--- config.mk ---
export PLATFORM = sky130hd
export DESIGN_NAME = branch_judge_unit
export DESIGN_NICKNAME = d
export VERILOG_FILES = /design/src/rtl/branch_judge_unit.sv
export SDC_FILE = /design/constraint.sdc
export NUM_CORES = 1
export LEC_CHECK = 0
export BUFFER_PORTS_ARGS = -buffer_cell sky130_fd_sc_hd__buf_2
export CAP_MARGIN = 5
export CORE_MARGIN = 4
export CORE_UTILIZATION = 30
export CTS_CLUSTER_DIAMETER = 80
export CTS_CLUSTER_SIZE = 20
export DETAILED_ROUTE_END_ITERATION = 7
export PLACE_DENSITY = 0.57
export SLEW_MARGIN = 20
export SYNTH_ARGS = -nofsm -noshare
export SYNTH_HDL_FRONTEND = slang
export SYNTH_SLANG_ARGS = --single-unit
--- constraint.sdc ---
create_clock -name clk -period 3.1 [get_ports clk]
set_input_delay 0.62 -clock clk [delete_from_list [all_inputs] [get_ports clk]]
set_output_delay 0.62 -clock clk [all_outputs]
set_load 0.03 [all_outputs]
--- src/rtl/branch_judge_unit.sv ---
// Branch decision unit: flag register with same-cycle forwarding, 16-way
// condition decode, hardware loop counter and a post-branch shadow that
// masks requests for a fixed number of cycles after a taken decision.
// The taken decision is registered into a one-cycle pc_load_out pulse.
module branch_judge_unit #(
    parameter int               OP_W      = 3,
    parameter int               CNT_W     = 16,
    parameter logic [OP_W-1:0]  OP_BRANCH = 3'b111,
    parameter logic [OP_W-1:0]  OP_JUMP   = 3'b100,
    parameter logic [OP_W-1:0]  OP_LOOP   = 3'b101,
    parameter int               SHADOW    = 1
) (
    input  logic             clk,
    input  logic             rst,
    input  logic             pc_load_in,
    input  logic [OP_W-1:0]  op2,
    input  logic [3:0]       cond,
    input  logic [3:0]       flag_in,
    input  logic             flag_we,
    input  logic [CNT_W-1:0] cnt_data,
    input  logic             cnt_we,
    output logic             pc_load_out,
    output logic [3:0]       flags_q,
    output logic [CNT_W-1:0] loop_cnt,
    output logic             shadow_active
);

    // Shadow reload value; SHADOW is limited to 0..7 so three bits suffice.
    localparam logic [2:0] SHADOW_LD = 3'(SHADOW);

    logic [3:0]       flags_d;
    logic [CNT_W-1:0] loop_cnt_q;
    logic [CNT_W-1:0] loop_cnt_d;
    logic [2:0]       shadow_q;
    logic [2:0]       shadow_d;
    logic             pc_load_q;
    logic             pc_load_d;

    logic [3:0]       eff_flags;
    logic             flag_s;
    logic             flag_z;
    logic             flag_c;
    logic             flag_v;
    logic             flag_n;
    logic             cond_hit;
    logic             eval_en;
    logic             take;
    logic             loop_dec;

    // Forward incoming ALU flags so a compare and branch can share a cycle.
    always_comb begin
        eff_flags = flag_we ? flag_in : flags_q;
        flag_s    = eff_flags[3];
        flag_z    = eff_flags[2];
        flag_c    = eff_flags[1];
        flag_v    = eff_flags[0];
        flag_n    = flag_s ^ flag_v;
    end

    // Condition decode; codes 0-3 keep the legacy EQ/LT/LE/NE meaning.
    always_comb begin
        cond_hit = 1'b0;
        case (cond)
            4'd0:    cond_hit = flag_z;
            4'd1:    cond_hit = flag_n;
            4'd2:    cond_hit = flag_z | flag_n;
            4'd3:    cond_hit = ~flag_z;
            4'd4:    cond_hit = ~flag_n;
            4'd5:    cond_hit = ~flag_z & ~flag_n;
            4'd6:    cond_hit = flag_c;
            4'd7:    cond_hit = ~flag_c;
            4'd8:    cond_hit = flag_s;
            4'd9:    cond_hit = ~flag_s;
            4'd10:   cond_hit = flag_v;
            4'd11:   cond_hit = ~flag_v;
            4'd12:   cond_hit = flag_c & ~flag_z;
            4'd13:   cond_hit = ~flag_c | flag_z;
            4'd14:   cond_hit = 1'b1;
            default: cond_hit = 1'b0;
        endcase
    end

    // Branch decision; only evaluated on a request outside the shadow window.
    always_comb begin
        eval_en  = pc_load_in && (shadow_q == 3'd0);
        take     = 1'b0;
        loop_dec = 1'b0;
        if (eval_en) begin
            case (op2)
                OP_BRANCH: take = cond_hit;
                OP_JUMP:   take = 1'b1;
                OP_LOOP: begin
                    if (loop_cnt_q != '0) begin
                        take     = 1'b1;
                        loop_dec = 1'b1;
                    end
                end
                default:   take = 1'b0;
            endcase
        end
    end

    // Next-state for flags, loop counter (load beats decrement) and shadow.
    always_comb begin
        flags_d = flag_we ? flag_in : flags_q;

        loop_cnt_d = loop_cnt_q;
        if (cnt_we) begin
            loop_cnt_d = cnt_data;
        end else if (loop_dec) begin
            loop_cnt_d = loop_cnt_q - 1'b1;
        end

        shadow_d = shadow_q;
        if (take) begin
            shadow_d = SHADOW_LD;
        end else if (shadow_q != 3'd0) begin
            shadow_d = shadow_q - 3'd1;
        end

        pc_load_d = take;
    end

    // State registers; reset overrides every same-cycle write and decision.
    always_ff @(posedge clk) begin
        if (rst) begin
            flags_q    <= 4'b0000;
            loop_cnt_q <= '0;
            shadow_q   <= 3'd0;
            pc_load_q  <= 1'b0;
        end else begin
            flags_q    <= flags_d;
            loop_cnt_q <= loop_cnt_d;
            shadow_q   <= shadow_d;
            pc_load_q  <= pc_load_d;
        end
    end

    assign pc_load_out   = pc_load_q;
    assign loop_cnt      = loop_cnt_q;
    assign shadow_active = (shadow_q != 3'd0);

endmodule

# After elaboration in Yosys (flattened, before gate mapping)
# Index checks and enable logic that the tools add are counted.
[word_totals]
reg_bits = 24
word_cells = 53
[op_classes]
add_sub_neg = 2
n_eq_ne = 17
mux = 11
bitwise_logic = 10
reduce_logical = 8
[ops]
columns = ["op", "count"]
rows = [
  ["$mux W16", 2],
  ["$eq A4 B4 Y1 const B", 7],
  ["$eq A4 B3 Y1 const B", 4],
  ["$reduce_bool A16 Y1", 1],
  ["$sub A16 B1 Y16 const B", 1],
  ["$pmux W1 S15", 1],
  ["$eq A3 B3 Y1 const B", 3],
  ["$eq A4 B2 Y1 const B", 2],
  ["$mux W1", 6],
  ["$not A1 Y1", 5],
  ["$eq A4 B1 Y1 const B", 1],
  ["$logic_not A4 Y1", 1],
  ["$mux W4", 1],
  ["$reduce_bool A2 Y1", 2],
  ["$logic_not A3 Y1", 1],
  ["$pmux W1 S3", 1],
  ["$reduce_bool A3 Y1", 1],
  ["$sub A3 B1 Y3 const B", 1],
  ["$and A1 B1 Y1", 2],
  ["$or A1 B1 Y1", 2],
  ["$reduce_or A2 Y1", 1],
  ["$logic_and A1 B1 Y1", 1],
  ["$xor A1 B1 Y1", 1],
]

# Logic depth before layout (Yosys ltp)
[logic_depth]
word_depth = 8
ltp_mapped = 8
mapped_depth_nobuf = 8

# Worst setup path after synthesis
# No wires, ideal clock.
[synth_timing]
path_type = "flip-flop to flip-flop"
from = "register loop_cnt_q[0], in the netlist loop_cnt[0]"
to = "register loop_cnt_q[11], in the netlist loop_cnt[11]"
setup_time_ns = 0.058
arrival_time_ns = 2.098
required_ns = 3.042
path_slack_ns = 0.944
path_stages_with_launch = 9
path_buffers = 0
synth_period_minus_slack_ns = 2.156
path_cell_list = "dfxtp_1 > inv_1 > ha_1 > nor4b_1 > nand4_1 > nand4_1 > or3_2 > nand3_1 > o211a_1"
[synth_via]
elab_chain_cells = 5
elab_cells_between_ends = 8
classes_between = "add/sub (1); mux (5); reduce/logical (2)"
[synth_rtl]
columns = ["element", "line", "rtl"]
rows = [
  ["from (decl)", "32", "logic [CNT_W-1:0] loop_cnt_q;"],
  ["from (signal assigned)", "133", "loop_cnt_q <= loop_cnt_d;"],
  ["branches (longest 5 deep; another with $sub A16 B1 Y16)", "-", ""],
]
# Parallel ways; which one is timed is not known. The select of a mux whose other input is x is not followed.
# A chain may end at the register's enable or synchronous reset.

# Worst setup path in the final report
# Ends and elaborated chain as after synthesis.

==> impl_metrics.sql <==
INSERT INTO impl_metrics (metric_group, metric, value, unit) VALUES
('floorplan', 'die_h', '77.6', 'um'),
('logic_synthesis', 'yosysWarnings', '0', ''),
('clocking', 'clkSlewWorstSetupHoldPaths', '0.09', 'ns'),
('drt', 'drt_drc_violations_left', '0', ''),
('drt', 'routed_wirelength', '3.60', 'mm'),
('logic_synthesis', 'post_synth_inst_count', '180', ''),
('place', 'dpl-instance-area', '0.00176', 'sq mm'),
('layout', 'most-common-layout-cells', 'buf_2 (53), dfxtp_1 (24), nand2_1 (20)', ''),
('clocking', 'clock_tree_from_tritoncts', 'built', ''),
('clocking', 'cts.repair_timing.setup_buffer_count', '0', ''),
('place', 'dp_hpwl', '2.81', 'mm'),
('timing', 'worst_clock_skew', '0.00348', 'ns'),
('clocking', 'clock_tree.root_cell', 'clkbuf_8', ''),
('setup_path', 'timing.critical_path.to_type', 'flop', ''),
('timing', 'whs', '0.532', 'ns'),
('logic_synthesis', 'synthDistinctLibCells', '42', ''),
('setup_path', 'critPathMostFrequentCell', 'nand4_1', ''),
('logic_synthesis', 'synthesis.nets', '215', ''),
('clocking', 'worst_skew_pair.late_latency', '0.27', 'ns'),
('floorplan', 'placement_rows', '25', ''),
('timing', 'rsz_0062_raised_after_global_routing', 'no', ''),
('logic_synthesis', 'synth.avg_cell_area', '8.07', 'sq um'),
('grt', 'grt.total_usage', '0.122', ''),
('layout', 'n_antenna_cell', '0', ''),
('hold_path', 'min_from', 'loop_cnt[6]', ''),
('timing', 'period_minus_slack', '2.19', 'ns'),
('timing', 'report.final.hold_viol_count', '0', ''),
('job', 'maxCapViolCount', '0', ''),
('setup_path', 'cp_num_buf_inv', '1', ''),
('timing', 'final-setup-viol-count', '0', ''),
('floorplan', 'floorplan.core_area', '0.00469', 'sq mm'),
('layout', 'post-route-cell-area', '0.00183', 'sq mm'),
('place', 'count_of_input_and_output_buffers', '53', ''),
('timing', 'worst_slew_pin_slew', '0.666', 'ns'),
('logic_synthesis', 'synth-seq-area-share', '0.331', ''),
('layout', 'final_common_cell', 'buf_2', ''),
('setup_path', 'path_depth', '8', ''),
('setup_path', 'cp_slowest_cell', 'or3_2', ''),
('setup_path', 'crit_chain', 'inv_1 > ha_1 > nor4b_1 > nand4_1 > nand4_1 > or3_2 > nand3_1 > o211a_1', ''),
('timing', 'maxSlewViolCount', '0', ''),
('setup_path', 'r2r_slack', '0.91', 'ns'),
('layout', 'nFillCells', '507', ''),
('floorplan', 'initial_utilization', '0.310', ''),
('layout', 'ff_latch_area', '480', 'sq um'),
('clocking', 'h-tree-depth', '1', ''),
('power', 'leakagePower', '0.806', 'nW'),
('grt', 'grt_start_max_net_pins', '27', ''),
('drt', 'detailroute.via_count', '1438', ''),
('layout', 'final_layout_size_suffix_gt1_frac', '0.283', ''),
('setup_path', 'ff_to_ff_path_depth', '8', ''),
('drt', 'post_drt_wl_per_cell', '12.7', 'um'),
('clocking', 'holdBufCountCts', '0', ''),
('run_status', 'status', 'finished, final reports clean', ''),
('grt', 'initial_antenna_violation_count', '0', ''),
('hold_path', 'worstHoldPathType', 'reg -> reg', ''),
('layout', 'growth_of_design_area_from_synthesis_to_finish', '25.8', '%'),
('setup_path', 'path_class', 'reg -> reg', ''),
('logic_synthesis', 'netlist_area', '0.00145', 'sq mm'),
('setup_path', 'worst_path_largest_cell_delay', '0.49', 'ns'),
('setup_path', 'rr_startpoint', 'loop_cnt[0]', ''),
('floorplan', 'die_area', '0.00602', 'sq mm'),
('floorplan', 'fp.dieW', '77.6', 'um'),
('drt', 'final_antenna_net_count', '0', ''),
('setup_path', 'worst-endpoint-required', '3.32', 'ns'),
('clocking', 'cts_inserted_buffers', '3', ''),
('timing', 'slew_headroom', '0.553', ''),
('drt', 'drt_iter0_markers', '58', ''),
('clocking', 'clock_sink_count', '24', ''),
('setup_path', 'critPathMaxFanout', '8', ''),
('setup_path', 'cpLargestDelayFamily', 'simple AND/OR/NAND/NOR gates', ''),
('grt', 'global_route_wire_length_before_repair', '6.09', 'mm');
[through the flow]
stage	instances	worst slack (ns)	total power, mW
after floorplan	180	0.944	0.612
after global placement	280	0.965	0.699
after detailed placement	280	0.919	0.699
after CTS	284	0.895	0.982
after global routing	284	0.684	1.04
final	284	0.909	0.966
[per-layer routing]
layer / track usage / share of wire / up-vias
li1: - / - / 747
met4: 0.0480 / 0.015 / 0
met5: 0 / 0 / -
met3: 0.0255 / 0.046 / 5
met2: 0.196 / 0.48 / 31
met1: 0.158 / 0.46 / 655
[area by class of cell]
class / count / area share
Multi-Input combinational cell: 141 / 0.500
Sequential cell: 24 / 0.263
Timing Repair Buffer: 53 / 0.145
Tap cell: 54 / 0.0370
Clock buffer: 3 / 0.0226
Clock inverter: 1 / 0.0164
Inverter: 8 / 0.0164
[report_power, final]
group	total [mW]	internal [mW]	switching (mW)
clock	0.278	0.173	0.105
combinational	0.314	0.128	0.186
sequential	0.375	0.343	0.0315
total	0.966	0.644	0.322
[Yosys cell counts (all sizes together)]
cell,count,share of area
nand3,6,0.021
a31o,1,0.0060
nand3b,1,0.0052
and2,1,0.0043
xnor2,14,0.084
mux2,1,0.0078
nor4b,2,0.012
a311oi,1,0.0060
clkinv,1,0.0026
nand2,20,0.052
clkbuf,5,0.013
nor3b,1,0.0052
o22a,1,0.0060
nor2,18,0.052
o31ai,1,0.0052
nand2b,4,0.017
nand4,5,0.022
nand4b,2,0.012
mux2i,5,0.034
o211a,3,0.021
o211ai,4,0.021
xor2,2,0.012
a211oi,7,0.036
or4,1,0.0078
nor4,3,0.013
ha,3,0.026
a21oi,9,0.031
nand4bb,1,0.0078
a221oi,1,0.0060
dfxtp,24,0.33
and3,4,0.018
or3,4,0.022
nor3,6,0.024
o21ai,7,0.024
buf,2,0.0069
inv,7,0.018
nor2b,2,0.0086
[logic make-up after synthesis]
logic type / Yosys count / synth area share
muxes: 6 / 0.0422
and+or+nand+nor: 81 / 0.302
adders and majority gates: 3 / 0.0258
AOI/OAI and AO/OA: 35 / 0.162
buffers and inverters: 15 / 0.0405
xor gates and xnor gates: 16 / 0.0965
DFF: 24 / 0.331
[sequential cells by signal, indices dropped and copies added (netlist names)]
signal,count
pc_load_out,1
shadow_q,3
flags_q,4
loop_cnt,16
[worst reg2reg max path, delay by kind of cell (launching register included)]
family	cells	cell delay, ns
compound gates	1	0.16
flops	1	0.38
buf+inv	1	0.09
fa+ha+maj	1	0.25
simple gates	5	1.27
[worst max path at each step]
stage | startpoint | end | slack (ns)
CTS | loop_cnt[0] | loop_cnt[11] | 0.90
detailed placement | loop_cnt[0] | loop_cnt[11] | 0.92
floorplan | loop_cnt[0] | loop_cnt[11] | 0.94
global placement | loop_cnt[0] | loop_cnt[11] | 0.96
global route | loop_cnt[0] | loop_cnt[11] | 0.68
finish | loop_cnt[0] | loop_cnt[11] | 0.91
Note: power is estimated with default switching activity, not from simulation.
